--- src/rtl/sram_read_serializer.sv ---
// Burst reader: fetches 32-bit SRAM words and streams them out as
// bytes, LSB lane first, over a valid/ready handshake.
module sram_read_serializer #(
   parameter int ADDR_WIDTH = 8,
   parameter int CNT_WIDTH  = 8
) (
   input  logic                  clk,
   input  logic                  rst,
   input  logic                  start,
   input  logic [ADDR_WIDTH-1:0] start_addr,
   input  logic [CNT_WIDTH-1:0]  word_count,
   output logic                  sram_re,
   output logic [ADDR_WIDTH-1:0] sram_addr,
   input  logic [31:0]           sram_rdata,
   output logic [7:0]            byte_out,
   output logic [1:0]            byte_sel,
   output logic                  byte_valid,
   input  logic                  byte_ready,
   output logic                  busy,
   output logic                  done
);

   typedef enum logic [1:0] {
      IDLE,
      READ,
      CAPTURE,
      SEND
   } state_t;

   state_t                state_q, state_nx;
   logic [ADDR_WIDTH-1:0] addr_q, addr_nx;
   logic [CNT_WIDTH-1:0]  rem_q, rem_nx;
   logic [31:0]           word_q, word_nx;
   logic [1:0]            lane_q, lane_nx;
   logic                  done_q, done_nx;

   always_ff @(posedge clk) begin
      if (rst) begin
         state_q <= IDLE;
         addr_q  <= '0;
         rem_q   <= '0;
         word_q  <= '0;
         lane_q  <= '0;
         done_q  <= 1'b0;
      end else begin
         state_q <= state_nx;
         addr_q  <= addr_nx;
         rem_q   <= rem_nx;
         word_q  <= word_nx;
         lane_q  <= lane_nx;
         done_q  <= done_nx;
      end
   end

   always_comb begin
      state_nx = state_q;
      addr_nx  = addr_q;
      rem_nx   = rem_q;
      word_nx  = word_q;
      lane_nx  = lane_q;
      done_nx  = 1'b0;
      unique case (state_q)
         IDLE: begin
            if (start) begin
               if (word_count != '0) begin
                  addr_nx  = start_addr;
                  rem_nx   = word_count;
                  state_nx = READ;
               end else begin
                  done_nx = 1'b1;
               end
            end
         end
         READ: state_nx = CAPTURE;
         CAPTURE: begin
            word_nx  = sram_rdata;
            lane_nx  = 2'd0;
            state_nx = SEND;
         end
         SEND: begin
            if (byte_ready) begin
               if (lane_q != 2'd3) begin
                  lane_nx = lane_q + 2'd1;
               end else if (rem_q != CNT_WIDTH'(1)) begin
                  // address wraps naturally at 2^ADDR_WIDTH
                  rem_nx   = rem_q - CNT_WIDTH'(1);
                  addr_nx  = addr_q + ADDR_WIDTH'(1);
                  state_nx = READ;
               end else begin
                  done_nx  = 1'b1;
                  state_nx = IDLE;
               end
            end
         end
         default: state_nx = IDLE;
      endcase
   end

   // addr_q only changes on entry to READ, so it holds while sram_re=0
   assign sram_re    = (state_q == READ);
   assign sram_addr  = addr_q;
   assign byte_valid = (state_q == SEND);
   assign byte_sel   = lane_q;
   assign byte_out   = word_q[8*lane_q +: 8];
   assign busy       = (state_q != IDLE);
   assign done       = done_q;

endmodule

--- config.mk ---
export PLATFORM = sky130hd
export DESIGN_NAME = sram_read_serializer
export DESIGN_NICKNAME = d
export VERILOG_FILES = /design/src/rtl/sram_read_serializer.sv
export SDC_FILE = /design/constraint.sdc
export NUM_CORES = 1
export LEC_CHECK = 0
export BUFFER_PORTS_ARGS = -buffer_cell sky130_fd_sc_hd__buf_2
export CELL_PAD_IN_SITES_DETAIL_PLACEMENT = 1
export CELL_PAD_IN_SITES_GLOBAL_PLACEMENT = 1
export CORE_MARGIN = 2
export CORE_UTILIZATION = 40
export CTS_BUF_LIST = sky130_fd_sc_hd__clkbuf_4
export CTS_CLUSTER_SIZE = 10
export DETAILED_ROUTE_END_ITERATION = 6
export PLACE_DENSITY = 0.86
export RECOVER_POWER = 25
export SLEW_MARGIN = 20
export SYNTH_ARGS = -nofsm -noshare
export SYNTH_HDL_FRONTEND = slang
export SYNTH_SLANG_ARGS = --single-unit
--- constraint.sdc ---
create_clock -name clk -period 2.4 [get_ports clk]
set_input_delay 0.36 -clock clk [delete_from_list [all_inputs] [get_ports clk]]
set_output_delay 0.36 -clock clk [all_outputs]
set_load 0.1 [all_outputs]
# Word-level counts from Yosys, hierarchy flattened
# Index checks and enable logic that the tools add are counted.
# W data, S select, Z words.
# totals
regBits	53
wordCells	56
in_bits	52
out_inout_bits	22
# classes
reduce_logical	8
mux	27
eq_ne	11
n_addsub	3
shift	1
# ops
operator	n
$mux W8	10
$pmux W8 S2	2
$shiftx A32 B6 Y8	1
$mux W2	6
$add A8 B1 Y8 const B	1
$ne A2 B2 Y1 const B	4
$ne A8 B1 Y1 const B	1
$pmux W2 S4	1
$reduce_bool A8 Y1	1
$sub A8 B1 Y8 const B	1
$mux W1	6
$ne A2 B1 Y1 const B	3
$reduce_and A6 Y1	1
$reduce_bool A2 Y1	3
$eq A2 B2 Y1 const B	2
$pmux W2 S2	1
$reduce_and A4 Y1	1
$reduce_and A3 Y1	1
$add A2 B1 Y2 const B	1
$eq A2 B1 Y1 const B	1
$logic_not A2 Y1	1
$pmux W1 S2	1

# Longest topological paths before layout
# Gate-level depths: netlist of the first run.
# logic_depth
word_depth	5
ltp_mapped	9
depth_no_buf	7

# Least setup slack after synthesis of the first run
# OpenSTA, ideal clock, no wires.
# synth_path
path_type	register -> output
startpoint	reg lane_q[0] (netlist: byte_sel[0])
endpoint	out byte_out[0]
t_arrival_ns	2.168
path_buffers	1
path_stages_with_launch	3
path_slack_ns	-0.128
t_required_ns	2.040
path_cell_list	dfxtp_1 > buf_2 > mux4_2
# synth_via
elab_chain_cells	1
# synth_rtl
element	line	text
start: declaration	34	logic [1:0] lane_q, lane_nx;
start signal: assignment	50	lane_q <= lane_nx;
$shiftx A32 B6 Y8	104	assign byte_out = word_q[8*lane_q +: 8];
end: declaration	15	output logic [7:0] byte_out,
# Every way passes these cells.

# Final worst setup path of the first run
# layout_path
startpoint	reg lane_q[0] (netlist: byte_sel[0])
endpoint	out byte_out[6]
# Same word-level chain as after synthesis.

==> results of run 1 <==
-- layout by cell type, fill, tap and decap left out, types with 5 or more instances in the layout --
cell / count
buf_2: 73
inv_1: 6
clkbuf_4: 5
ha_1: 8
nor3_1: 6
o32ai_1: 5
mux2i_1: 35
nand2_1: 21
o21ai_0: 9
mux4_2: 8
a21oi_1: 17
buf_4: 9
nor2_1: 48
dfxtp_1: 52
-- metrics by stage --
step	total power [uW]	std cells	setup slack, ps	instance area [um2]
6_report	3690	433	188	3170
5_1_grt	3910	433	116	3170
4_1_cts	3710	433	127	3190
3_5_place_dp	3280	425	165	3130
3_3_place_gp	3200	425	290	3130
2_1_floorplan	2860	284	93.4	2680
-- state kept, by name, summed over array words and instances (netlist names) --
| name | count |
|---|---|
| word_q | 32 |
| rem_q | 8 |
| sram_addr | 8 |
| byte_sel | 2 |
| state_q | 2 |
| done | 1 |
-- final timing paths --
check,startpoint,to,slack [ps],cells after the start
max,byte_sel[0],byte_out[6],190,3
min,sram_rdata[20],word_q[20],200,3
max reg2reg,state_q[1],rem_q[0],310,6
min reg2reg,word_q[9],word_q[9],520,2
-- per-layer routing --
layer / global-route usage / vias to the layer above
met2: 0.362 / 60
met4: 0.0678 / 0
met1: 0.256 / 1172
li1: - / 1152
met5: 0 / -
met3: 0.0327 / 20
-- layout make-up --
class / count / area (um2) / share of cell area
clock buffer: 5 / 37.5 / 0.0118
clock inverter: 3 / 22.5 / 0.00710
inverter: 7 / 26.3 / 0.00828
multi-input combinational: 205 / 1490 / 0.469
sequential: 53 / 1060 / 0.335
tap: 77 / 96.3 / 0.0304
timing repair buffer: 83 / 438 / 0.138
-- logic make-up after synthesis --
group	synth area share
flip-flops	0.397
AO/OA/AOI/OAI	0.140
AND/OR/NAND/NOR	0.168
multiplexers	0.203
adder cells (fa/ha/maj)	0.0421
XOR/XNOR	0.00328
buffers and inverters	0.0473
-- power by group through the flow --
stage	sequential, uW	clock (uW)	combinational (uW)
final	1300	423	1970
after global routing	1340	463	2110
after CTS	1300	432	1980
after detailed placement	1320	0	1960
after global placement	1300	0	1890
after floorplan	1650	0	1210
-- worst max-delay path, cell delays in order, from the launching register on --
cell	delay, ps
dfxtp_2	370
buf_4	240
mux4_2	550
buf_2	310
==> flow_summary.ini, run 1 <==
[run_status]
status = completed

[cells_and_area]
utilization = 0.494
area_growth_syn_to_layout_pct = 18.7
nets = 416
final_layout_size_suffix_gt1_frac = 0.315
fill_cells = 789
n_antenna_cell = 0

[power_and_ir_drop]
clock_power_share = 0.114
swShare = 0.515
internal_power_uw = 1790
combPwrFrac = 0.533
power.share.sequential = 0.353
p_per_area_mw_per_mm2 = 1160
netSwitchingPower_uw = 1900
ir_worst_vdd_mv = 0.389
p_leak_uw = 0.00131

[worst_setup_path]
cp-start-kind = register
arrival_ps = 1850
cp_max_fo = 10
critPathRequiredTime_ps = 2040
cp-end-kind = primary output
path_class = reg2out

[place]
dp.final_hpwl_mm = 5.58
port_buffers = 73
globalplace.congestion = 0.827

[synth]
synth_top_area_frac = 0.397
ys_ff_latch = 53
synth-edff-count = 0
synth.most_common_cell = dfxtp_1
netlist_top_cells_count = dfxtp_1 (53), nor2_1 (48), mux2i_1 (35), nand2_1 (21), a21oi_1 (17)
synth_area_leaders = dfxtp_1 (40%), mux2i_1 (13%), mux4_2 (6.7%), nor2_1 (6.7%), ha_1 (4.2%)
syn-instance-count = 284
synthFlopType = dfxtp_1
syn_avg_cell_area_um2 = 9.41
synth_area_mm2 = 0.00267
synth-seq-area-share = 0.397
synth_warnings = 0
async_flop_share = 0
synth.distinct_cells = 45
synth.largest_area_cell = dfxtp_1
syn-num-nets = 345

[flow_run]
max-cap-violations = 0

[timing]
drv_slew = 0
setup_tns_ps = 0
finalSetupViolations = 0
slew_headroom = 0.297
whs_ps = 203
period_needed_ps = 2210
max_freq_ghz = 0.452
worst_pin_slew_ps = 1060
hold_viol_final = 0
fin_crit_sh = 0.922
skew_ps = 12.8
rsz0062_at_grt = false

[route]
drc = 0
antenna_left = 0
routed.top_layer = met4
wl_met1_mm = 3.19
met2_length_mm = 3.71
wl_met3_um = 255
vias_per_cell = 5.55
drt-total-wl_mm = 7.33
first_iter_violations = 99
drt_first_pass_iters = 7
num_vias = 2404
wl_per_cell_um = 16.9

[global_route]
grt_usage = 0.206
grt_max_degree = 34
grt_pass1_vias = 2509
grt_first_pass_wirelength_mm = 12.1
antenna_found_initial = 0
gr-total-overflow = 0

[clock_tree]
clk_path_buf_depth = 2
cts_resized = 0
post_cts_buffers = 0
path_clk_slew_ps = 170
clk_latency_ps = 380
root_buffer = clkbuf_4
clock_sinks = 53
cts_htree_levels = 2
cts_hold_buf = 0
cts_tree = built
cts_made_buffers = 5

[die]
start_util = 0.416
core_mm2 = 0.00642
die-area_mm2 = 0.00735
row_count = 29
io_pins = 74
fp.dieH_um = 85.7
chipWidth_um = 85.7

[hold_path]
holdCritPathClass = in2reg
Note: power is estimated with default switching activity, not from simulation.
==> run 2, diff against run 1 <==
--- a/config.mk
+++ b/config.mk
@@ -13,8 +13,10 @@
 export CTS_BUF_LIST = sky130_fd_sc_hd__clkbuf_4
 export CTS_CLUSTER_SIZE = 10
 export DETAILED_ROUTE_END_ITERATION = 6
+export MAX_ROUTING_LAYER = met4
 export PLACE_DENSITY = 0.86
 export RECOVER_POWER = 25
+export SKIP_CTS_REPAIR_TIMING = 1
 export SLEW_MARGIN = 20
 export SYNTH_ARGS = -nofsm -noshare
 export SYNTH_HDL_FRONTEND = slang
==> run 2 against run 1 <==
  * Maximum frequency barely moved
  * Worst setup slack about the same
  * Final area stayed put
  * Critical endpoint unchanged
  * Largest cell class unchanged
  * Clock power hardly changed
  * Clock-buffer cell count did not move
  * Die area did not move
  * Combinational power about the same
  * Highest routed layer unchanged
==> flow_summary.ini, run 2 (synthesis gave the netlist of run 1 again) <==
[timing]
rsz0062_at_grt = false
slew_headroom = 0.297
worst_pin_slew_ps = 1060
fin_crit_sh = 0.922
hold_viol_final = 0
period_needed_ps = 2210
finalSetupViolations = 0
drv_slew = 0
skew_ps = 12.8
setup_tns_ps = 0
max_freq_ghz = 0.452

[global_route]
grt_first_pass_wirelength_mm = 12.1
grt_pass1_vias = 2511
antenna_found_initial = 0
gr-total-overflow = 0
grt_usage = 0.211
grt_max_degree = 34

[worst_setup_path]
cp-end-kind = primary output
reg2reg_slack_ps = 310
cp_max_fo = 10
critPathRequiredTime_ps = 2040
path_class = reg2out
cp-start-kind = register
arrival_ps = 1850

[clock_tree]
path_clk_slew_ps = 170
cts_tree = built
cts_made_buffers = 5
clk_latency_ps = 380
clk_path_buf_depth = 2
root_buffer = clkbuf_4
cts_htree_levels = 2
clock_sinks = 53

[die]
core_mm2 = 0.00642
fp.dieH_um = 85.7
row_count = 29
io_pins = 74
start_util = 0.416
die-area_mm2 = 0.00735
chipWidth_um = 85.7

[route]
first_iter_violations = 104
drt_first_pass_iters = 7
drt-total-wl_mm = 7.33
antenna_left = 0
vias_per_cell = 5.55
drc = 0
wl_per_cell_um = 16.9
num_vias = 2404

[cells_and_area]
top_register = word_q
nets = 416
layout_commonest_cell = buf_2
final_layout_size_suffix_gt1_frac = 0.315
fill_cells = 789
utilization = 0.494
n_antenna_cell = 0
final_cell_mix = buf_2 (73), dfxtp_1 (52), nor2_1 (48)
largest_register_ffs = 32
area_growth_syn_to_layout_pct = 18.7

[place]
port_buffers = 73
dp.final_hpwl_mm = 5.58
globalplace.congestion = 0.839

[power_and_ir_drop]
finalPower_uw = 3690
p_per_area_mw_per_mm2 = 1160
p_leak_uw = 0.00131
ir_worst_vdd_mv = 0.389

[hold_path]
holdCritPathClass = in2reg

[run_status]
status = completed

[flow_run]
max-cap-violations = 0
==> run 2: cell counts in the layout (fill, tap and decap cells not counted) <==
No cell type changed its count.
==> run 2: worst max-delay path: stages (launching register included) <==
cell and delay, ps:
dfxtp_2 370, buf_4 240, mux4_2 550, buf_2 310
==> run 2: cell type report <==
type                            instances  area (um2)  share of cell area
Inverter                                7        26.3             0.00828
Timing Repair Buffer                   83         438               0.138
Multi-Input combinational cell        205        1490               0.469
Tap cell                               77        96.3              0.0304
Clock buffer                            5        37.5              0.0118
Clock inverter                          3        22.5             0.00710
Sequential cell                        53        1060               0.335
==> run 2: metrics by stage <==
step | area [um2] | hold WS [ps] | worst slack (ps) | std cells
6_report | 3170 | 202 | 188 | 433
5_1_grt | 3170 | 201 | 116 | 433
4_1_cts | 3190 | 196 | 127 | 433
3_5_place_dp | 3130 | 489 | 165 | 425
3_3_place_gp | 3130 | 469 | 290 | 425
2_1_floorplan | 2680 | 455 | 93.4 | 284
==> run 2: final timing paths <==
path,startpoint,to,depth (start not counted)
max,byte_sel[0],byte_out[6],3
min,sram_rdata[20],word_q[20],3
max reg2reg,state_q[1],rem_q[0],6
min reg2reg,word_q[9],word_q[9],2
==> run 2: per-layer routing <==
metal / global-route usage / share of wire / routed length [um]
met5: - / 0 / 0
met4: 0.0678 / 0.024 / 176
met3: 0.0327 / 0.035 / 257
met1: 0.255 / 0.43 / 3190
met2: 0.362 / 0.51 / 3710
==> run 2: power by group <==
part           switching, uW  internal, uW  leakage [uW]
Clock                    306           117     0.0000352
Sequential               204          1100      0.000433
Combinational           1390           574      0.000843
Total                   1900          1790       0.00131
